### src/rtl/icache_ctrl_if.sv
// icache_ctrl_if -- fetch-side and backing-memory signals of the instruction cache.
//
// Build option: ICACHE_STATS_EN adds the hit_count/miss_count statistics signals.
//
// Signals:
//   pc, req, inv        fetch request: byte address, request strobe, invalidate-all pulse
//   instruction, hit    fetch response: instruction word and its valid/stall flag
//   mem_addr, mem_rd    refill read request towards backing memory
//   mem_data, mem_valid refill read response from backing memory
//   hit_count, miss_count (ICACHE_STATS_EN only) saturating statistics counters
//
// Modports: slave = the cache controller, master = the fetch stage / memory side.
interface icache_ctrl_if #(
  parameter int ADDR_W = 16
);
  logic [ADDR_W-1:0] pc;
  logic              req;
  logic              inv;
  logic [15:0]       instruction;
  logic              hit;
  logic [ADDR_W-1:0] mem_addr;
  logic              mem_rd;
  logic [15:0]       mem_data;
  logic              mem_valid;
`ifdef ICACHE_STATS_EN
  logic [15:0]       hit_count;
  logic [15:0]       miss_count;
`endif

  modport slave (
    input  pc, req, inv, mem_data, mem_valid,
`ifdef ICACHE_STATS_EN
    output hit_count, miss_count,
`endif
    output instruction, hit, mem_addr, mem_rd
  );

  modport master (
    output pc, req, inv, mem_data, mem_valid,
`ifdef ICACHE_STATS_EN
    input  hit_count, miss_count,
`endif
    input  instruction, hit, mem_addr, mem_rd
  );
endinterface

### src/rtl/icache_ctrl.sv
// icache_ctrl -- direct-mapped instruction cache with in-order line refill.
//
// Lookup is combinational: hit = ~req | (valid & tag match) while idle, and
// the pipeline uses hit as its enable. A miss latches the line address and
// fetches WORDS_PER_LINE words in order through a mem_rd/mem_valid handshake.
//
// Build option: define ICACHE_STATS_EN to add hit_count/miss_count outputs.
//
// Ports:
//   clk  pipeline clock
//   rst  asynchronous reset, active-high
//   bus  icache_ctrl_if.slave (pc/req/inv in, instruction/hit out,
//        mem_addr/mem_rd out, mem_data/mem_valid in, optional stats out)
module icache_ctrl #(
  parameter int LINES          = 8,
  parameter int WORDS_PER_LINE = 4,
  parameter int ADDR_W         = 16
) (
  input  logic          clk,
  input  logic          rst,
  icache_ctrl_if.slave  bus
);

  localparam int IDX_W = $clog2(LINES);
  localparam int OFF_W = $clog2(WORDS_PER_LINE);
  localparam int TAG_W = ADDR_W - IDX_W - OFF_W - 1;

  typedef enum logic [0:0] {
    IDLE   = 1'b0,
    REFILL = 1'b1
  } state_t;

  state_t            state_r;
  logic [LINES-1:0]  valid_r;
  logic [TAG_W-1:0]  miss_tag_r;
  logic [IDX_W-1:0]  miss_idx_r;
  logic [OFF_W-1:0]  cnt_r;
  logic              inv_seen_r;
  logic              mem_rd_r;
  logic [ADDR_W-1:0] mem_addr_r;

  // Tag and data arrays carry no reset; the valid bits alone qualify them.
  logic [TAG_W-1:0]  tag_mem  [LINES];
  logic [15:0]       data_mem [LINES][WORDS_PER_LINE];

  logic [OFF_W-1:0]  pc_off_s;
  logic [IDX_W-1:0]  pc_idx_s;
  logic [TAG_W-1:0]  pc_tag_s;
  logic [OFF_W-1:0]  cnt_inc_s;
  logic              lookup_s;
  logic              hit_s;
  logic              miss_s;
  logic              fill_s;
  logic              last_s;
  logic [15:0]       instr_s;
  logic [LINES-1:0]  valid_next_s;

  assign pc_off_s  = bus.pc[OFF_W:1];
  assign pc_idx_s  = bus.pc[OFF_W+IDX_W:OFF_W+1];
  assign pc_tag_s  = bus.pc[ADDR_W-1:OFF_W+IDX_W+1];
  assign cnt_inc_s = cnt_r + {{(OFF_W-1){1'b0}}, 1'b1};

  // Lookup, hit/stall generation and refill strobes.
  always_comb begin
    lookup_s = valid_r[pc_idx_s] && (tag_mem[pc_idx_s] == pc_tag_s);
    fill_s   = (state_r == REFILL) && bus.mem_valid;
    last_s   = (cnt_r == OFF_W'(WORDS_PER_LINE - 1));
    if (state_r == IDLE) begin
      hit_s  = ~bus.req | lookup_s;
      miss_s = bus.req & ~lookup_s;
      if (bus.req && lookup_s) begin
        instr_s = data_mem[pc_idx_s][pc_off_s];
      end else begin
        instr_s = 16'h0000;
      end
    end else begin
      hit_s   = 1'b0;
      miss_s  = 1'b0;
      instr_s = 16'h0000;
    end
  end

  // Next valid bits: inv clears everything and also vetoes the line being
  // completed, whether inv arrives now or arrived earlier in the refill.
  always_comb begin
    if (bus.inv) begin
      valid_next_s = '0;
    end else begin
      valid_next_s = valid_r;
    end
    if (fill_s && last_s && !inv_seen_r && !bus.inv) begin
      valid_next_s[miss_idx_r] = 1'b1;
    end else begin
      valid_next_s = valid_next_s;
    end
  end

  // Refill FSM with registered memory request outputs.
  always_ff @(posedge clk or posedge rst) begin
    if (rst) begin
      state_r    <= IDLE;
      valid_r    <= '0;
      miss_tag_r <= '0;
      miss_idx_r <= '0;
      cnt_r      <= '0;
      inv_seen_r <= 1'b0;
      mem_rd_r   <= 1'b0;
      mem_addr_r <= '0;
    end else begin
      valid_r <= valid_next_s;
      case (state_r)
        IDLE: begin
          if (miss_s) begin
            state_r    <= REFILL;
            miss_tag_r <= pc_tag_s;
            miss_idx_r <= pc_idx_s;
            cnt_r      <= '0;
            inv_seen_r <= 1'b0;
            mem_rd_r   <= 1'b1;
            mem_addr_r <= {pc_tag_s, pc_idx_s, {OFF_W{1'b0}}, 1'b0};
          end
        end
        REFILL: begin
          if (bus.inv) begin
            inv_seen_r <= 1'b1;
          end
          if (bus.mem_valid) begin
            cnt_r <= cnt_inc_s;
            if (last_s) begin
              state_r  <= IDLE;
              mem_rd_r <= 1'b0;
            end else begin
              mem_addr_r <= {miss_tag_r, miss_idx_r, cnt_inc_s, 1'b0};
            end
          end
        end
        default: begin
          state_r  <= IDLE;
          mem_rd_r <= 1'b0;
        end
      endcase
    end
  end

  // Array writes: one data word per accepted beat, tag on the final beat.
  always_ff @(posedge clk) begin
    if (fill_s) begin
      data_mem[miss_idx_r][cnt_r] <= bus.mem_data;
      if (last_s) begin
        tag_mem[miss_idx_r] <= miss_tag_r;
      end
    end
  end

  assign bus.hit         = hit_s;
  assign bus.instruction = instr_s;
  assign bus.mem_rd      = mem_rd_r;
  assign bus.mem_addr    = mem_addr_r;

`ifdef ICACHE_STATS_EN
  logic [15:0] hit_count_r;
  logic [15:0] miss_count_r;

  // Saturating hit/miss statistics; inv restarts both.
  always_ff @(posedge clk or posedge rst) begin
    if (rst) begin
      hit_count_r  <= 16'h0000;
      miss_count_r <= 16'h0000;
    end else if (bus.inv) begin
      hit_count_r  <= 16'h0000;
      miss_count_r <= 16'h0000;
    end else begin
      if ((state_r == IDLE) && bus.req && hit_s && (hit_count_r != 16'hFFFF)) begin
        hit_count_r <= hit_count_r + 16'h0001;
      end
      if (miss_s && (miss_count_r != 16'hFFFF)) begin
        miss_count_r <= miss_count_r + 16'h0001;
      end
    end
  end

  assign bus.hit_count  = hit_count_r;
  assign bus.miss_count = miss_count_r;
`endif

endmodule

### src/flat_wrapper.sv
// flat-port wrapper written by rule: the top's interface ports become plain ports
module icache_ctrl_flat 
#(
  parameter int LINES          = 8,
  parameter int WORDS_PER_LINE = 4,
  parameter int ADDR_W         = 16
)
  (clk, rst, bus_pc, bus_req, bus_inv, bus_mem_data, bus_mem_valid, bus_instruction, bus_hit, bus_mem_addr, bus_mem_rd);
  icache_ctrl_if #(.ADDR_W(ADDR_W)) bus_i ();
  input  logic clk;
  input  logic rst;
  input wire logic [$bits(bus_i.pc)-1:0] bus_pc;
  input wire logic [$bits(bus_i.req)-1:0] bus_req;
  input wire logic [$bits(bus_i.inv)-1:0] bus_inv;
  input wire logic [$bits(bus_i.mem_data)-1:0] bus_mem_data;
  input wire logic [$bits(bus_i.mem_valid)-1:0] bus_mem_valid;
  output wire logic [$bits(bus_i.instruction)-1:0] bus_instruction;
  output wire logic [$bits(bus_i.hit)-1:0] bus_hit;
  output wire logic [$bits(bus_i.mem_addr)-1:0] bus_mem_addr;
  output wire logic [$bits(bus_i.mem_rd)-1:0] bus_mem_rd;
  assign bus_i.pc = bus_pc;
  assign bus_i.req = bus_req;
  assign bus_i.inv = bus_inv;
  assign bus_i.mem_data = bus_mem_data;
  assign bus_i.mem_valid = bus_mem_valid;
  assign bus_instruction = bus_i.instruction;
  assign bus_hit = bus_i.hit;
  assign bus_mem_addr = bus_i.mem_addr;
  assign bus_mem_rd = bus_i.mem_rd;
  icache_ctrl #(.LINES(LINES), .WORDS_PER_LINE(WORDS_PER_LINE), .ADDR_W(ADDR_W)) u_core (.clk(clk), .rst(rst), .bus(bus_i));
endmodule
### config.mk
export PLATFORM = sky130hd
export DESIGN_NAME = icache_ctrl_flat
export DESIGN_NICKNAME = d
export VERILOG_FILES = /design/src/rtl/icache_ctrl_if.sv /design/src/rtl/icache_ctrl.sv /design/src/flat_wrapper.sv
export SDC_FILE = /design/constraint.sdc
export NUM_CORES = 1
export LEC_CHECK = 0
export ABC_CLOCK_PERIOD_IN_PS = 5100
export CAP_MARGIN = 20
export CELL_PAD_IN_SITES_DETAIL_PLACEMENT = 1
export CELL_PAD_IN_SITES_GLOBAL_PLACEMENT = 1
export CORE_MARGIN = 3
export CORE_UTILIZATION = 48
export DETAILED_ROUTE_END_ITERATION = 7
export DONT_BUFFER_PORTS = 1
export PLACE_DENSITY = 0.8
export SLEW_MARGIN = 20
export SYNTH_ARGS = -nofsm -noshare
export SYNTH_HDL_FRONTEND = slang
export SYNTH_SLANG_ARGS = --single-unit
### constraint.sdc
create_clock -name clk -period 5.1 [get_ports clk]
set_input_delay 1.02 -clock clk [delete_from_list [all_inputs] [get_ports clk]]
set_output_delay 1.02 -clock clk [all_outputs]
set_load 0.05 [all_outputs]
# == Word level (Yosys, flattened, before mapping) ==
# Memories as Yosys holds them, arrays and structs flattened.
# Index checks and enable logic that the tools add are counted.
# word_totals
memories,2
wordCells,85
out_inout_bits,34
ramBits,592
regBits,42
# memory_table
memory,words,width,rd,rd_ports_with_merged_regs,wr,line_no,rtl
u_core.data_mem,8,64,1,0,1,icache_ctrl.sv:44,logic [15:0] data_mem [LINES][WORDS_PER_LINE];
u_core.tag_mem,8,10,1,0,1,icache_ctrl.sv:43,logic [TAG_W-1:0] tag_mem [LINES];
# op_classes
n_reduce_logical,15
bitwise_logic,8
n_mux,38
addsub,1
n_eq_ne,7
magnitude_cmp,6
# op_table
op,count
2-to-1 mux 16 bit,8
2-to-1 mux 64 bit,1
binary-select mux 16 bit (select 2 bit),1
demux 16 bit (select 2 bit),1
one-hot mux 16 bit (2 select lines),1
2-to-1 mux 1 bit,16
2-to-1 mux 8 bit,2
equality test 10 bit,1
logical AND 1 bit,8
less-than comparator 3 x 4 -> 1 bit (second input constant),2
!= test 2 bit (second input constant),4
bitwise OR 8 bit,1
greater-or-equal comparator 3 bit (second input constant),2
NOT 2 -> 3 bit,2
one-hot mux 1 bit (2 select lines),3
AND reduction 2 bit,3
AND reduction 3 bit,2
2-to-1 mux 2 bit,2
one-hot mux 2 bit (2 select lines),1
binary-select mux 1 bit (select 3 bit),1
demux 1 bit (select 3 bit),1
greater-or-equal comparator 3 x 1 -> 1 bit (second input constant),1
less-than comparator 3 x 1 -> 1 bit (second input constant),1
NOT 1 bit,3
6 further kinds,7

# == Longest topological paths before layout ==
# logic_depth
depth_word,8
mapped_depth,10
mapped_depth_nobuf,7

# == Worst setup path after synthesis ==
# No wires, ideal clock.
# synth_timing
path_kind,input port to output port
startpoint,in bus_pc[3]
endpoint,out bus_instruction[10]
path_stages,10
n_path_buf,3
arrival_time_ps,4083
setup_slack_ps,-3
t_required_ps,4080
cell_sequence,buf_6 buf_6 mux4_2 mux2i_1 xor2_1 nand2_1 nor4_1 nand2_1 clkbuf_1 nor3_1
# synth_via
elab_chain_cells,6
elab_cells_between_ends,12
# synth_rtl
item,line_no,rtl
"start, declared",flat_wrapper.sv:12,input wire logic [$bits(bus_i.pc)-1:0] bus_pc;
"memory (8 x 64 bit), or another cell as far along",-,
"binary-select mux 16 bit (select 2 bit), or another cell as far along",icache_ctrl.sv:72,instr_s = data_mem[pc_idx_s][pc_off_s];
2-to-1 mux 16 bit (implied by the code) / logical AND 1 bit (equally long branches),"icache_ctrl.sv:72, icache_ctrl.sv:65",
2-to-1 mux 16 bit (implied by the code) / logical AND 1 bit (equally long branches),"icache_ctrl.sv:72, icache_ctrl.sv:71",
2-to-1 mux 16 bit (*),icache_ctrl.sv:71,if (bus.req && lookup_s) begin
2-to-1 mux 16 bit (*),icache_ctrl.sv:68,if (state_r == IDLE) begin
"end, declared",flat_wrapper.sv:17,output wire logic [$bits(bus_i.instruction)-1:0] bus_instruction;
# Every way passes the cells marked *; elsewhere a longest branch is shown, timed or not. The select of a mux whose other input is x is not followed.

# == Worst setup path after layout ==
# layout_timing
startpoint,in bus_pc[3]
endpoint,out bus_instruction[2]
# The elaborated chain is that of the path after synthesis.

==> out/qor.txt <==
Status: finished clean
Peak Freq: 232 MHz
Residual DRC: 0
Clk sinks: 633
Layout cells sized above 1: 31.1%
Period minus WS final: 4.30 ns
# nets final: 1208
Avg Inst Size Synth: 22.1 µm²
Synth area leader: edfxtp_1
Register share of total power: 54.6%
Post-synth top flop: edfxtp_1
Final hold viol count: 0
Post-route cell area: 0.0278 mm²
MaxCap Viol Count: 0
Peak VDD IR: 0.348 mV
Clk root buf: clkbuf_16
Num rows: 82
Min-Delay Path Class: in2async
Lkg Pwr: 8.87 nW
Tot Pwr: 0.0122 W
Clock tree buffer depth: 3
Input/output buffers: 0
Area contributors post-synth: edfxtp_1, mux4_2, dfrtp_1, mux2i_1, nor2_1
Worst-Skew Late Latency: 0.62 ns
Vias in the first global route: 12695
Final Max Tran Viols: 0
Most common cell after layout, fill and taps aside: edfxtp_1
Distinct cell type count after synthesis: 39
Htree depth: 2
DRT Pass-1 Iters: 5
WHS: 0.431 ns
Die width: 233 µm
Final period utilization: 84.4%
Via Count: 11585
Wire per inst: 30.4 µm
Switching Fraction: 24.5%
Synth-to-layout area growth: 12.4%
Yosys reg bits: 633
Max stage delay cell, worst path: mux4_2
Worst setup SP type: input port
GP Congestion: 0.753
Pwr Density: 440 mW/mm²
Via/cell ratio: 6.13
Comb power frac: 9.0%
DRT antenna net count: 0
Register area share after synthesis: 76.1%
Yosys warns: 0
CTS buffer count: 60
Crit Path Category: in2out
CP max FO: 153
Most frequent cells in the layout: edfxtp_1, mux4_2, clkbuf_16, buf_4, dfrtp_1
Crit end category: primary output
Clock Skews: 0.0236 ns
Syn Nets: 1162
First-pass GRT wire length: 85.3 mm
Yosys top cell area share: 71.9%
Cell count after synthesis: 1121
CTS clk-pin slew, worst paths: 0.07 ns
RSZ-0062 raised after global routing: false
Core area: 0.0505 mm²
Grt ovf: 0
Cells along the critical path: mux4_2 -> mux2i_1 -> xor2_1 -> nand2_1 -> nor4_1 -> nand2_1 -> buf_4 -> nor3_2 -> buf_4
Initial antenna violation count: 0
P_sw: 0.00299 W
Gr usage total: 21.8%
CP max stage delay: 0.53 ns
Die Ht: 233 µm
Data arrival, critical path: 3.28 ns
P_int: 0.00922 W
Initial core utilization: 49.0%
DIE AREA: 0.0543 mm²
Worst Max-Slew Pin Slew: 0.965 ns
Post-Syn Area: 0.0247 mm²
# hold bufs at CTS: 0
Largest net degree at the start of global routing: 154
Initial DRC Count: 1326
IO Count: 71
Post-synth EDFFs: 592
Clock tree from TritonCTS: done
Cell family with most CP delay: multiplexers
Wire length after detailed routing: 57.4 mm
Cell Area, Placed: 0.0258 mm²
Clock network power share: 36.3%
Post-CTS setup buffer count: 0
Buf/Inv on CP: 2
CTS resizes: 0
Slew HR: 35.5%
Setup Viol. Count Final: 0
Ys async rst share: 6.48%
HPWL Detailed: 31.6 mm
Crit path required time: 4.08 ns
ANT cells: 0
routing by layer:
layer | vias up | wire length (µm) | track usage [%]
li1 | 4746 | - | -
met1 | 6305 | 23000 | 29.6
met2 | 457 | 29400 | 36.7
met3 | 77 | 3900 | 4.51
met4 | 0 | 1130 | 5.22
met5 | - | 0 | 0
cell usage after synthesis (2+ instances only):
| library cell | instances |
|---|---|
| a211oi_1 | 7 |
| a21oi_1 | 4 |
| a31oi_1 | 2 |
| buf_1 | 17 |
| buf_2 | 7 |
| buf_6 | 4 |
| clkbuf_1 | 33 |
| dfrtp_1 | 41 |
| edfxtp_1 | 592 |
| ha_1 | 4 |
| inv_1 | 4 |
| mux2_2 | 8 |
| mux2_4 | 14 |
| mux2i_1 | 28 |
| mux4_2 | 180 |
| nand2_1 | 34 |
| nand3_1 | 9 |
| nand3b_1 | 4 |
| nor2_1 | 60 |
| nor2b_1 | 3 |
| nor3_1 | 28 |
| o21ai_0 | 7 |
| or3_1 | 7 |
| xor2_1 | 9 |
metrics by stage:
stage          utilization, %  setup WS (ns)  instances  setup TNS [ns]
2_1_floorplan               -       -0.00261       1121         -0.0235
3_3_place_gp             51.1          0.846       1777               0
3_5_place_dp             51.1          0.820       1777               0
4_1_cts                  55.0          0.801       1889               0
5_1_grt                  55.0          0.654       1889               0
6_report                 55.0          0.795       1889               0
logic make-up (layout without fill, tap and decap cells):
logic type      after synthesis  after routing  synth area share [%]
mux                         230            230                  18.7
simple gates                153            153                  2.82
compound gates               24             24                 0.623
fa+ha+maj                     4              4                 0.202
buf+inv                      66            162                  1.17
xor+xnor                     10             10                 0.354
other cells                   1              1                0.0152
flops                       633            633                  76.1
worst reg2reg max path, delay by kind of cell, from the launching register on:
family                 cells  cell delay [ns]
XOR/XNOR                   1             0.18
AND/OR/NAND/NOR            3             0.95
flip-flops                 1             0.39
multiplexers               3             1.07
buffers and inverters      1             0.29
cell type report:
class                   instances  area, µm²
fillers                      4346      22700
flip-flops and latches        633      18800
multi-input cells             422       5820
clock buffers                  78       1650
well taps                     672        841
repair buffers                 46        345
clock inverters                34        310
inverters                       4       15.0
sequential cells by signal (all words and copies together) (netlist names):
| register | cells |
|---|---|
| u_core.bus.mem_addr | 15 |
| u_core.inv_seen_r | 1 |
| u_core.tag_mem | 80 |
| u_core.miss_idx_r | 3 |
| u_core.data_mem | 512 |
| u_core.cnt_r | 2 |
| u_core.valid_r | 8 |
| u_core.miss_tag_r | 10 |
| u_core.state_r | 1 |
| u_core.bus.mem_rd | 1 |
power groups by stage:
| stage | sequential [W] | clock (W) | combinational [W] |
|---|---|---|---|
| global placement | 0.00672 | 0 | 0.00103 |
| finish | 0.00667 | 0.00444 | 0.00110 |
| detailed placement | 0.00677 | 0 | 0.00109 |
| CTS | 0.00667 | 0.00451 | 0.00111 |
| global route | 0.00671 | 0.00473 | 0.00119 |
| floorplan | 0.00663 | 0 | 0.000844 |
final timing paths:
check / to / slack, ns / depth (start not counted) / startpoint
min in group clk: u_core.valid_r[4]$_DFF_PP0_ / 0.48 / 1 / bus_inv
max in group asynchronous: u_core.valid_r[1]$_DFF_PP0_ / 4.30 / 2 / rst
setup / recovery: bus_instruction[2] / 0.80 / 9 / bus_pc[3]
hold reg to reg: u_core.valid_r[7]$_DFF_PP0_ / 0.51 / 2 / u_core.valid_r[7]$_DFF_PP0_
setup reg to reg: u_core.miss_tag_r[3]$_DFFE_PP0P_ / 2.10 / 8 / u_core.tag_mem[7][1]$_DFFE_PP_
hold / removal: u_core.bus.mem_addr[9]$_DFFE_PP0P_ / 0.43 / 2 / rst
Power figures use the tool's default switching activity.
